### src/rtl/calc_pkg.sv
`default_nettype none
// +----------------------------------------------------------------------+
// | calc_pkg : shared select codes, sequencer states and operand width   |
// | Revision : 1.0                                                       |
// +----------------------------------------------------------------------+
package calc_pkg;

  localparam int OPERAND_W = 8;
  localparam int SEL_W     = 3;

  localparam logic [SEL_W-1:0] SEL_IDLE   = 3'b000;
  localparam logic [SEL_W-1:0] SEL_LOAD_A = 3'b001;
  localparam logic [SEL_W-1:0] SEL_LOAD_B = 3'b010;
  localparam logic [SEL_W-1:0] SEL_EXEC   = 3'b011;
  localparam logic [SEL_W-1:0] SEL_CLEAR  = 3'b100;

  typedef enum logic [2:0] {
    ST_CLR    = 3'd0,
    ST_WAIT_A = 3'd1,
    ST_LD_A   = 3'd2,
    ST_WAIT_B = 3'd3,
    ST_LD_B   = 3'd4,
    ST_WAIT_X = 3'd5,
    ST_EXEC   = 3'd6,
    ST_DONE   = 3'd7
  } state_t;

  // Where each timed hold state lands once its hold expires.
  function automatic state_t hold_exit(input state_t s);
    case (s)
      ST_CLR:  return ST_WAIT_A;
      ST_LD_A: return ST_WAIT_B;
      ST_LD_B: return ST_WAIT_X;
      default: return ST_DONE;
    endcase
  endfunction

endpackage
`default_nettype wire

### src/rtl/key_debounce.sv
`default_nettype none
// +----------------------------------------------------------------------+
// | key_debounce : 2-flop synchroniser, counting debouncer, press pulse  |
// | Revision     : 1.0                                                   |
// +----------------------------------------------------------------------+
module key_debounce #(
  parameter int DEBOUNCE_CYCLES = 16
) (
  input  logic clock,
  input  logic reset_n,
  input  logic raw,
  output logic level,
  output logic press
);

  localparam int CNT_W = $clog2(DEBOUNCE_CYCLES);

  logic             r_sync1;
  logic             r_sync2;
  logic             r_level;
  logic             r_press;
  logic [CNT_W-1:0] r_cnt;
  logic             w_differs;
  logic             w_accept;

  assign w_differs = (r_sync2 != r_level);
  assign w_accept  = w_differs && (r_cnt == CNT_W'(DEBOUNCE_CYCLES - 1));

  always_ff @(posedge clock or negedge reset_n) begin
    if (!reset_n) begin
      r_sync1 <= 1'b0;
      r_sync2 <= 1'b0;
      r_level <= 1'b0;
      r_press <= 1'b0;
      r_cnt   <= '0;
    end else begin
      r_sync1 <= raw;
      r_sync2 <= r_sync1;
      r_press <= w_accept && !r_level;
      // Any sample agreeing with the accepted level restarts the run.
      if (!w_differs) begin
        r_cnt <= '0;
      end else if (w_accept) begin
        r_cnt   <= '0;
        r_level <= ~r_level;
      end else begin
        r_cnt <= r_cnt + 1'b1;
      end
    end
  end

  assign level = r_level;
  assign press = r_press;

endmodule
`default_nettype wire

### src/rtl/calc_input_sequencer.sv
`default_nettype none
// +----------------------------------------------------------------------+
// | calc_input_sequencer : button-driven operand/select sequencer         |
// | Revision             : 1.0                                           |
// +----------------------------------------------------------------------+
module calc_input_sequencer
  import calc_pkg::*;
#(
  parameter int DEBOUNCE_CYCLES = 16,
  parameter int HOLD_CYCLES     = 4
) (
  input  logic                 clock,
  input  logic                 reset_n,
  input  logic [OPERAND_W-1:0] sw,
  input  logic [1:0]           op_sw,
  input  logic                 btn_enter,
  input  logic                 btn_clear,
  output logic [OPERAND_W-1:0] data,
  output logic [SEL_W-1:0]     sel,
  output logic [1:0]           op_code,
  output logic                 busy
);

  localparam int HOLD_W = $clog2(HOLD_CYCLES);

  logic                 w_enter_level;
  logic                 w_enter_press;
  logic                 w_clear_level;
  logic                 w_clear_press;
  logic                 w_unused;
  logic                 w_hold_done;

  logic                 r_init;
  state_t               r_state;
  logic [HOLD_W-1:0]    r_hold;
  logic [OPERAND_W-1:0] r_data;
  logic [SEL_W-1:0]     r_sel;
  logic [1:0]           r_op;
  logic                 r_busy;

  key_debounce #(.DEBOUNCE_CYCLES(DEBOUNCE_CYCLES)) u_enter_db (
    .clock   (clock),
    .reset_n (reset_n),
    .raw     (btn_enter),
    .level   (w_enter_level),
    .press   (w_enter_press)
  );

  key_debounce #(.DEBOUNCE_CYCLES(DEBOUNCE_CYCLES)) u_clear_db (
    .clock   (clock),
    .reset_n (reset_n),
    .raw     (btn_clear),
    .level   (w_clear_level),
    .press   (w_clear_press)
  );

  assign w_unused    = w_enter_level ^ w_clear_level;
  assign w_hold_done = (r_hold == HOLD_W'(HOLD_CYCLES - 1));

  // r_init stays low through reset so the first live edge enters CLR.
  always_ff @(posedge clock or negedge reset_n) begin
    if (!reset_n) begin
      r_init  <= 1'b0;
      r_state <= ST_CLR;
      r_hold  <= '0;
      r_data  <= '0;
      r_sel   <= SEL_IDLE;
      r_op    <= '0;
      r_busy  <= 1'b0;
    end else if (!r_init || (w_clear_press && r_state != ST_CLR)) begin
      r_init  <= 1'b1;
      r_state <= ST_CLR;
      r_hold  <= '0;
      r_data  <= '0;
      r_sel   <= SEL_CLEAR;
      r_busy  <= 1'b1;
    end else if (w_clear_press) begin
      r_hold <= '0;
    end else begin
      case (r_state)
        ST_CLR, ST_LD_A, ST_LD_B, ST_EXEC: begin
          if (w_hold_done) begin
            r_state <= hold_exit(r_state);
            r_hold  <= '0;
            r_sel   <= SEL_IDLE;
            r_busy  <= 1'b0;
          end else begin
            r_hold <= r_hold + 1'b1;
          end
        end
        ST_WAIT_A: if (w_enter_press) begin
          r_state <= ST_LD_A;
          r_data  <= sw;
          r_sel   <= SEL_LOAD_A;
          r_busy  <= 1'b1;
        end
        ST_WAIT_B: if (w_enter_press) begin
          r_state <= ST_LD_B;
          r_data  <= sw;
          r_sel   <= SEL_LOAD_B;
          r_busy  <= 1'b1;
        end
        ST_WAIT_X: if (w_enter_press) begin
          r_state <= ST_EXEC;
          r_op    <= op_sw;
          r_sel   <= SEL_EXEC;
          r_busy  <= 1'b1;
        end
        default: if (w_enter_press) begin
          r_state <= ST_CLR;
          r_data  <= '0;
          r_sel   <= SEL_CLEAR;
          r_busy  <= 1'b1;
        end
      endcase
    end
  end

  assign data    = r_data;
  assign sel     = r_sel;
  assign op_code = r_op;
  assign busy    = r_busy;

endmodule
`default_nettype wire

### config.mk
export PLATFORM = sky130hd
export DESIGN_NAME = calc_input_sequencer
export DESIGN_NICKNAME = d
export VERILOG_FILES = /design/src/rtl/calc_pkg.sv /design/src/rtl/key_debounce.sv /design/src/rtl/calc_input_sequencer.sv
export SDC_FILE = /design/constraint.sdc
export NUM_CORES = 1
export LEC_CHECK = 0
export ABC_AREA = 1
export CAP_MARGIN = 20
export CORE_MARGIN = 2
export CORE_UTILIZATION = 40
export CTS_CLUSTER_SIZE = 10
export DETAILED_ROUTE_END_ITERATION = 8
export PLACE_DENSITY = 0.65
export SYNTH_ARGS = -nofsm -noshare
export SYNTH_HDL_FRONTEND = slang
export SYNTH_SLANG_ARGS = --single-unit
export TNS_END_PERCENT = 50
### constraint.sdc
create_clock -name clock -period 1.6 [get_ports clock]
set_input_delay 0.16 -clock clock [delete_from_list [all_inputs] [get_ports clock]]
set_output_delay 0.16 -clock clock [all_outputs]
set_load 0.02 [all_outputs]
==> impl_metrics.csv <==
group,metric,value,unit
status,status,"completed",
synthesis,syn-cell-area,0.00161,mm^2
clock_network,cts_inserted_buffers,5,
clock_network,post_cts_buffers,0,
run,drv_cap,0,
place,dpl-instance-area,0.00193,mm^2
critical_path,required,1810,ps
clock_network,clockBufferDepth,2,
clock_network,cts_sinks,36,
floorplanning,std_cell_rows,23,
final_layout,final_cell_area,0.00202,mm^2
critical_path,path_max_fanout,10,
synthesis,syn_area_per_cell,9.92,um^2
clock_network,cts_hold_buf,0,
critical_path,arrival,1640,ps
detailed_routing,num_vias,1149,
synthesis,yosysSeqAreaShare,0.561,
synthesis,synth_top_area_frac,0.561,
floorplanning,dieWidth,67.4,um
floorplanning,num_io_pins,28,
detailed_routing,wl_per_cell,11.4,um
critical_path,worst-r2r-setup-slack,170,ps
final_layout,antenna_cells,0,
clock_network,cts.repair.resized,0,
floorplanning,core,0.00394,mm^2
final_layout,nFillCells,329,
synthesis,synth_warnings,0,
global_routing,grt_max_degree,37,
sta,fmax,699,MHz
final_layout,final_layout_size_suffix_gt1_frac,0.148,
clock_network,clkTransAtPathRegs,70,ps
synthesis,synthCells,162,
final_layout,syn_to_final_growth,25.9,%
sta,hold_viol,0,
detailed_routing,via_per_inst,4.67,
place,hpwlAfterDp,2090,um
clock_network,insertion_delay,280,ps
global_routing,grt_pass1_wl,4880,um
critical_path,setup.worst_path.end_class,"flip-flop",
global_routing,grt_use_total,0.145,
global_routing,overflow,0,
final_layout,num-nets-final,212,
synthesis,synth_seq_cells,36,
pwr,power.density,1440,mW/mm^2
synthesis,synth_largest_area_cell,"dfrtp_1",
detailed_routing,drt_iter0_drc,50,
global_routing,grt_pass1_vias,1073,
pwr,ir_drop,565,uV
sta,setup-violations-final,0,
critical_path,worst_setup_path_start_kind,"flip-flop",
hold_path,hold_path.class,"input pin to async pin",
sta,timing.final.ws_setup,170,ps
sta,fin_skew,5.77,ps
pwr,p_total,2.92,mW
detailed_routing,drc,0,
detailed_routing,antenna_left,0,
place,place.gp.congestion,0.744,
synthesis,synth_area_leaders,"dfrtp_1 (56%), nand2_1 (6.1%), inv_1 (4.4%)",
detailed_routing,wl,2810,um
sta,setup-tns-final,0,ps
floorplanning,die-area,0.00454,mm^2
global_routing,antenna_found_initial,0,
detailed_routing,first_pass_iters,4,
detailed_routing,wl_met3,91,um
floorplanning,die_y,67.4,um
sta,finalCriticalPeriod,1430,ps
sta,rsz0062_at_grt,"false",
sta,finalCritPeriodShare,0.894,
sta,maxSlewViolCount,0,
place,port_buffers,27,
final_layout,final_util,0.513,
detailed_routing,wl_met1,1300,um
pwr,p_leak,0.955,nW
critical_path,crit_type,"flip-flop to flip-flop",
clock_network,root_buffer,"clkbuf_8",
place,post-place-ws,166,ps
synthesis,synth.distinct_cells,27,
floorplanning,start_util,0.407,
detailed_routing,wl_met2,1400,um
clock_network,cts_tree,"yes",
synthesis,synth_nets,179,
clock_network,cts.htree.levels,2,
detailed_routing,dr.max_layer_used,"met4",
==> state kept, by name, indices dropped and copies added (netlist names) <==
signal / count
u_clear_db.r_sync1: 1
u_enter_db.r_cnt: 4
sel: 3
r_state: 3
r_init: 1
busy: 1
op_code: 2
u_enter_db.r_sync1: 1
u_clear_db.press: 1
u_enter_db.r_sync2: 1
r_hold: 2
data: 8
u_clear_db.r_cnt: 4
u_clear_db.level: 1
u_enter_db.level: 1
u_clear_db.r_sync2: 1
u_enter_db.press: 1
==> cells by family (layout without fill, tap and decap cells) <==
logic type	Yosys count	after routing	share of synthesized area
AND/OR/NAND/NOR	72	72	0.239
flip-flops	36	36	0.561
buffers and inverters	24	58	0.0631
AO/OA/AOI/OAI	20	20	0.0787
XOR/XNOR	6	6	0.0327
adder cells (fa/ha/maj)	3	3	0.0234
other	1	1	0.00233
==> final timing paths <==
| check | cells after the start | end | startpoint |
|---|---|---|---|
| setup / recovery | 7 | data[1] | r_state[0] |
| hold / removal | 2 | data[2] | reset_n |
| setup reg to reg | 7 | data[1] | r_state[0] |
| hold reg to reg | 0 | u_clear_db.r_sync2 | u_clear_db.r_sync1 |
| max in group asynchronous | 2 | op_code[1] | reset_n |
| min in group clock | 1 | u_enter_db.r_sync1 | btn_enter |
==> critical path: stages, from the launching register on <==
cell and delay (ps):
dfrtp_1 510, nor2_4 180, nand2_4 80, nand2_8 100, nand2_2 70, nor2_4 200, nand3_1 110, o21ai_1 100
==> per-stage QoR <==
step | instances | hold WS [ps]
after CTS | 246 | 298
after detailed placement | 238 | 340
after global placement | 238 | 337
final | 246 | 291
after floorplan | 162 | -136
after global routing | 246 | 301
==> power by group <==
group          internal (mW)  switching [mW]
Combinational          0.426           0.591
Clock                  0.350           0.307
Sequential              1.09           0.163
Total                   1.86            1.06
==> layout make-up <==
class	instances	area, um^2	share of cell area
clock buffer	7	86.3	0.0427
clock inverter	1	7.51	0.00371
inverter	22	82.6	0.0408
multi-input combinational	102	604	0.299
sequential	36	901	0.446
tap	50	62.6	0.0309
timing repair buffer	28	278	0.137
==> cells in the final DEF (no fill, tap or decap), types with 3 or more instances in the layout <==
| cell | n |
|---|---|
| inv_1 | 19 |
| o21ai_1 | 6 |
| nand3_2 | 5 |
| nand2_2 | 3 |
| nand4_1 | 5 |
| dfrtp_1 | 36 |
| nand2_1 | 26 |
| xor2_1 | 3 |
| clkdlybuf4s50_1 | 27 |
| o21ai_2 | 3 |
| nand3_1 | 12 |
| o21ai_0 | 7 |
| inv_2 | 3 |
| ha_1 | 3 |
| clkbuf_8 | 6 |
| nor2_1 | 13 |
| xnor2_1 | 3 |
==> routing by layer <==
| metal | global-route usage | up-vias |
|---|---|---|
| met4 | 0.0536 | 0 |
| met2 | 0.233 | 21 |
| met5 | 0 | - |
| li1 | - | 585 |
| met3 | 0.0400 | 4 |
| met1 | 0.188 | 539 |
==> synth_stat cells (all sizes together) <==
cell type / count
inv: 22
xor2: 3
nor2: 17
nand2: 31
and2: 1
nand3: 17
xnor2: 3
nand4: 5
buf: 2
conb: 1
o41ai: 1
nor3: 1
dfrtp: 36
ha: 3
a21oi: 2
o21ai: 17
(Power assumes the default switching activity.)
